<file path="src/rtl/subsistema_conversion_inversa_if.sv">
// Handshake bundle for the BCD-to-binary converter: packed BCD in with a start flag,
// registered binary result out with done/error pulses and a busy indicator.
interface subsistema_conversion_inversa_if #(
  parameter int DIGITOS       = 3,
  parameter int ANCHO_BINARIO = 10
);
  logic [4*DIGITOS-1:0]     bcdEntrada;
  logic                     banderaLista;
  logic [ANCHO_BINARIO-1:0] resultado;
  logic                     banderaConvertida;
  logic                     banderaError;
  logic                     ocupado;

  modport master (
    output bcdEntrada, banderaLista,
    input  resultado, banderaConvertida, banderaError, ocupado
  );

  modport slave (
    input  bcdEntrada, banderaLista,
    output resultado, banderaConvertida, banderaError, ocupado
  );
endinterface

</file>
<file path="src/rtl/subsistema_conversion_inversa.sv">
// Sequential BCD-to-binary converter using reverse double-dabble: one right shift of
// {bcd, bin} per clock, then every BCD digit >= 8 is reduced by 3.
module subsistema_conversion_inversa #(
  parameter int DIGITOS       = 3,
  parameter int ANCHO_BINARIO = 10
) (
  input logic                       reloj,
  input logic                       reinicio,
  subsistema_conversion_inversa_if.slave bus
);
  localparam int ANCHO_BCD = 4 * DIGITOS;
  localparam int ANCHO_CNT = (ANCHO_BINARIO > 1) ? $clog2(ANCHO_BINARIO) : 1;
  localparam logic [ANCHO_CNT-1:0] CNT_ULTIMO = ANCHO_CNT'(ANCHO_BINARIO - 1);

  typedef enum logic [1:0] {INACTIVO, CONVIRTIENDO, FINAL, ERROR} estado_t;

  estado_t                  estado_q;
  logic [ANCHO_BCD-1:0]     bcd_q;
  logic [ANCHO_BINARIO-1:0] bin_q;
  logic [ANCHO_CNT-1:0]     cnt_q;
  logic [ANCHO_BINARIO-1:0] resultado_q;
  logic                     convertida_q;
  logic                     error_q;
  logic                     ocupado_q;

  logic [ANCHO_BCD-1:0]     bcd_d;
  logic [ANCHO_BINARIO-1:0] bin_d;

  function automatic logic digitos_validos(input logic [ANCHO_BCD-1:0] v);
    logic ok;
    ok = 1'b1;
    for (int i = 0; i < DIGITOS; i++) begin
      if (v[4*i +: 4] > 4'd9) ok = 1'b0;
    end
    return ok;
  endfunction

  function automatic logic [ANCHO_BCD-1:0] corregir(input logic [ANCHO_BCD-1:0] v);
    logic [ANCHO_BCD-1:0] r;
    r = v;
    for (int i = 0; i < DIGITOS; i++) begin
      if (r[4*i +: 4] >= 4'd8) r[4*i +: 4] = r[4*i +: 4] - 4'd3;
    end
    return r;
  endfunction

  assign {bcd_d, bin_d} = {bcd_q, bin_q} >> 1;

  // Outputs are registered; ocupado stays high through the done pulse so both fall together.
  always_ff @(posedge reloj or posedge reinicio) begin
    if (reinicio) begin
      estado_q     <= INACTIVO;
      bcd_q        <= '0;
      bin_q        <= '0;
      cnt_q        <= '0;
      resultado_q  <= '0;
      convertida_q <= 1'b0;
      error_q      <= 1'b0;
      ocupado_q    <= 1'b0;
    end else begin
      convertida_q <= 1'b0;
      error_q      <= 1'b0;
      case (estado_q)
        INACTIVO: begin
          if (bus.banderaLista) begin
            ocupado_q <= 1'b1;
            if (digitos_validos(bus.bcdEntrada)) begin
              bcd_q    <= bus.bcdEntrada;
              bin_q    <= '0;
              cnt_q    <= '0;
              estado_q <= CONVIRTIENDO;
            end else begin
              estado_q <= ERROR;
            end
          end else begin
            ocupado_q <= 1'b0;
          end
        end
        CONVIRTIENDO: begin
          bcd_q <= corregir(bcd_d);
          bin_q <= bin_d;
          cnt_q <= cnt_q + ANCHO_CNT'(1);
          if (cnt_q == CNT_ULTIMO) estado_q <= FINAL;
        end
        FINAL: begin
          resultado_q  <= bin_q;
          convertida_q <= 1'b1;
          estado_q     <= INACTIVO;
        end
        ERROR: begin
          error_q   <= 1'b1;
          ocupado_q <= 1'b0;
          estado_q  <= INACTIVO;
        end
        default: estado_q <= INACTIVO;
      endcase
    end
  end

  assign bus.resultado         = resultado_q;
  assign bus.banderaConvertida = convertida_q;
  assign bus.banderaError      = error_q;
  assign bus.ocupado           = ocupado_q;
endmodule

</file>
<file path="src/flat_wrapper.sv">
// flat-port wrapper written by rule: the top's interface ports become plain ports
module subsistema_conversion_inversa_flat 
#(
  parameter int DIGITOS       = 3,
  parameter int ANCHO_BINARIO = 10
)
  (reloj, reinicio, bus_bcdEntrada, bus_banderaLista, bus_resultado, bus_banderaConvertida, bus_banderaError, bus_ocupado);
  subsistema_conversion_inversa_if #(.DIGITOS(DIGITOS), .ANCHO_BINARIO(ANCHO_BINARIO)) bus_i ();
  input logic reloj;
  input logic reinicio;
  input wire logic [$bits(bus_i.bcdEntrada)-1:0] bus_bcdEntrada;
  input wire logic [$bits(bus_i.banderaLista)-1:0] bus_banderaLista;
  output wire logic [$bits(bus_i.resultado)-1:0] bus_resultado;
  output wire logic [$bits(bus_i.banderaConvertida)-1:0] bus_banderaConvertida;
  output wire logic [$bits(bus_i.banderaError)-1:0] bus_banderaError;
  output wire logic [$bits(bus_i.ocupado)-1:0] bus_ocupado;
  assign bus_i.bcdEntrada = bus_bcdEntrada;
  assign bus_i.banderaLista = bus_banderaLista;
  assign bus_resultado = bus_i.resultado;
  assign bus_banderaConvertida = bus_i.banderaConvertida;
  assign bus_banderaError = bus_i.banderaError;
  assign bus_ocupado = bus_i.ocupado;
  subsistema_conversion_inversa #(.DIGITOS(DIGITOS), .ANCHO_BINARIO(ANCHO_BINARIO)) u_core (.reloj(reloj), .reinicio(reinicio), .bus(bus_i));
endmodule
</file>
<file path="config.mk">
export PLATFORM = sky130hd
export DESIGN_NAME = subsistema_conversion_inversa_flat
export DESIGN_NICKNAME = d
export VERILOG_FILES = /design/src/rtl/subsistema_conversion_inversa_if.sv /design/src/rtl/subsistema_conversion_inversa.sv /design/src/flat_wrapper.sv
export SDC_FILE = /design/constraint.sdc
export NUM_CORES = 1
export LEC_CHECK = 0
export ABC_AREA = 0
export ABC_CLOCK_PERIOD_IN_PS = 3900
export CORE_ASPECT_RATIO = 1.2
export CORE_MARGIN = 2
export CORE_UTILIZATION = 45
export DETAILED_ROUTE_END_ITERATION = 12
export PLACE_DENSITY = 0.67
export REMOVE_ABC_BUFFERS = 1
export SYNTH_ARGS = -nofsm -noshare
export SYNTH_HDL_FRONTEND = slang
export SYNTH_SLANG_ARGS = --single-unit
export TNS_END_PERCENT = 1
</file>
<file path="constraint.sdc">
create_clock -name reloj -period 3.9 [get_ports reloj]
set_input_delay 0.78 -clock reloj [delete_from_list [all_inputs] [get_ports reloj]]
set_output_delay 0.78 -clock reloj [all_outputs]
set_load 0.03 [all_outputs]
</file>
==> impl_metrics.yaml <==
pwr:
  leakage_nw: 1.08
  p_per_area_nw_per_um2: 633
  ir_worst_vdd_uv: 290
die:
  die_y_um: 78.9
  initial_utilization_pct: 46.2
  io_pins: 28
  die_area_um2: 5240
  rows: 27
  die_w_um: 66.4
  core_um2: 4560
logic_synthesis:
  synth_flop_cell: "dfrtp_1"
  synthDistinctLibCells: 37
  ys_seq_elements: 41
  ys_async_sr_fraction_pct: 100
  syn_area_per_cell_um2: 10.4
  synth_cells: 202
  synth_area_leaders: "dfrtp_1 (49%), ha_1 (6.5%), nand2_1 (6.4%)"
  yosysTopAreaCell: "dfrtp_1"
  netlist_top_cells_count: "dfrtp_1 (41), nand2_1 (36), o21ai_0 (20)"
  synth_most_common_cell: "dfrtp_1"
  ys_warn_count: 0
  yosysSeqAreaShare_pct: 48.7
  synth_area_um2: 2110
  yosysTopAreaCellShare_pct: 48.7
  synth_edf_count: 0
sta:
  relSlewSlack_pct: 48.6
  final_hold_viol_count: 0
  tns_ps: 0
  timing_worst_slew_pin_value_ps: 771
  rsz0062_at_grt: "no"
  finalSetupViolCount: 0
  skew_ps: 4.72
  fin_crit_ps: 2500
  fin_crit_sh_pct: 64.1
  holdWs_ps: 485
  max_freq_mhz: 400
  slew_viol_final: 0
job:
  maxCapViolCount: 0
worst_setup_path:
  r2r_cells: 6
  cp.required_ps: 4070
  arrival_ps: 2670
  worstSetupPathType: "in -> reg"
  reg2reg_to: "u_core.bin_q[2]"
  regToRegSetupSlack_ps: 1540
  end_kind: "flop"
  crit_fanout: 22
  startpoint: "bus_banderaLista"
  r2r_start: "u_core.estado_q[0]"
  cp-start-kind: "input pin"
global_routing:
  grt_overflow_total: 0
  grt_pass1_vias: 1428
  grt_first_pass_wirelength_um: 6740
  grtUsageTotal_pct: 16.5
  antenna_found_initial: 0
  grt_max_degree: 42
drt:
  ant_nets: 0
  drt_wl_total_um: 3790
  wl_per_cell_um: 13.2
  vias: 1506
  drt_iter0_drc: 124
  avgViaCountPerCell: 5.23
  firstDrtPassIters: 4
  drc: 0
placed_design:
  io_buffers: 27
  hpwl_um: 2630
  place_congestion: 0.799
clocking:
  htreeDepth: 2
  cts_hold_buf: 0
  cts_resized: 0
  cts_max_path_buffers: 2
  clk_pin_slew_ps: 70
  cts_tree: "done"
  clock_latency_ps: 290
  cts-root-buf: "clkbuf_8"
  cts_setup_buffers: 0
  clkSinkCount: 41
  cts_buffers: 5
run_status:
  status: "finished, final reports clean"
cells_and_area:
  drive_above_1_share_pct: 12.2
  fin_nets: 255
  area_growth_pct: 19.3
  diodes: 0
  fill_cells: 411
hold_path:
  min_from: "u_core.bin_q[0]"
  hold_depth: 2
  hold_class: "reg -> reg"
  hold-path-endpoint: "u_core.bin_q[0]"
==> worst max-delay path: stages <==
cell and delay [ps]:
clkdlybuf4s50_1 520, and2_1 230, a41oi_2 660, buf_4 350
o21ai_0 120
==> how the worst max path moves through the flow <==
stage                                  end  cells past startpoint
after floorplan           u_core.bcd_q[10]                      5
after global placement     u_core.bcd_q[8]                      5
after detailed placement   u_core.bcd_q[8]                      5
after CTS                  u_core.bcd_q[8]                      5
after global routing       u_core.bin_q[2]                      6
final                      u_core.bin_q[2]                      5
==> report_power, final <==
group | internal (W) | switching [W] | leakage (nW) | total (W)
clock | 0.000123 | 0.000148 | 0.0439 | 0.000272
combinational | 0.000286 | 0.000381 | 0.491 | 0.000667
sequential | 0.000538 | 0.000112 | 0.547 | 0.000650
==> through the flow <==
step | total power (W) | std cells | setup slack, ps | instance area [um^2] | utilization, %
floorplan | 0.00113 | 192 | 1550 | 2060 | -
global placement | 0.00132 | 280 | 1090 | 2420 | 53.2
detailed placement | 0.00133 | 280 | 1040 | 2420 | 53.2
CTS | 0.00161 | 288 | 1370 | 2510 | 55.1
global route | 0.00173 | 288 | 1230 | 2510 | 55.1
finish | 0.00159 | 288 | 1400 | 2510 | 55.1
==> logic make-up after synthesis <==
logic type / share of synthesized area [%]
AO/OA/AOI/OAI: 16.1
XOR/XNOR: 1.66
adder cells (fa/ha/maj): 6.54
buffers and inverters: 3.80
flip-flops: 48.7
multiplexers: 8.68
AND/OR/NAND/NOR: 14.5
==> cells in the final DEF, fill, tap and decap left out, drive strengths merged, types with 2 or more instances in the layout <==
cell type      Yosys  final
xnor2              4      4
nor2               3      3
a311oi             3      3
and2               2      2
o21ai             26     26
ha                11     11
clkbuf             4      5
clkdlybuf4s50      0     27
mux2i              7      7
mux2              10     10
o31ai              5      5
nand2b             4      4
nand3              4      4
dfrtp             41     41
a21oi              4      4
clkinv             0      2
nand3b             2      2
nand2             36     36
a32oi              2      2
buf                6      3
a211o              3      3
nor2b              3      3
inv                9      9
nor4               3      3
==> metal layers <==
layer | wire [um] | GRT usage, %
met3 | 146 | 4.11
met2 | 1740 | 25.3
met1 | 1860 | 22.8
met4 | 51 | 5.71
met5 | 0 | 0
==> final cells by class <==
cell class | instances | area (um^2) | share of cell area (%)
Sequential cell | 41 | 1030 | 40.9
Clock buffer | 5 | 68.8 | 2.74
Tap cell | 58 | 72.6 | 2.89
Timing Repair Buffer | 30 | 293 | 11.7
Multi-Input combinational cell | 142 | 1000 | 39.8
Inverter | 9 | 33.8 | 1.35
Clock inverter | 3 | 17.5 | 0.698
==> registers in the layout, indices dropped and copies added, names as in the netlist <==
register,count
u_core.bcd_q,12
u_core.bin_q,10
u_core.bus.resultado,10
u_core.cnt_q,4
u_core.estado_q,2
u_core.bus.banderaConvertida,1
u_core.bus.banderaError,1
u_core.bus.ocupado,1
No activity file was read; power rests on OpenSTA's default activity.
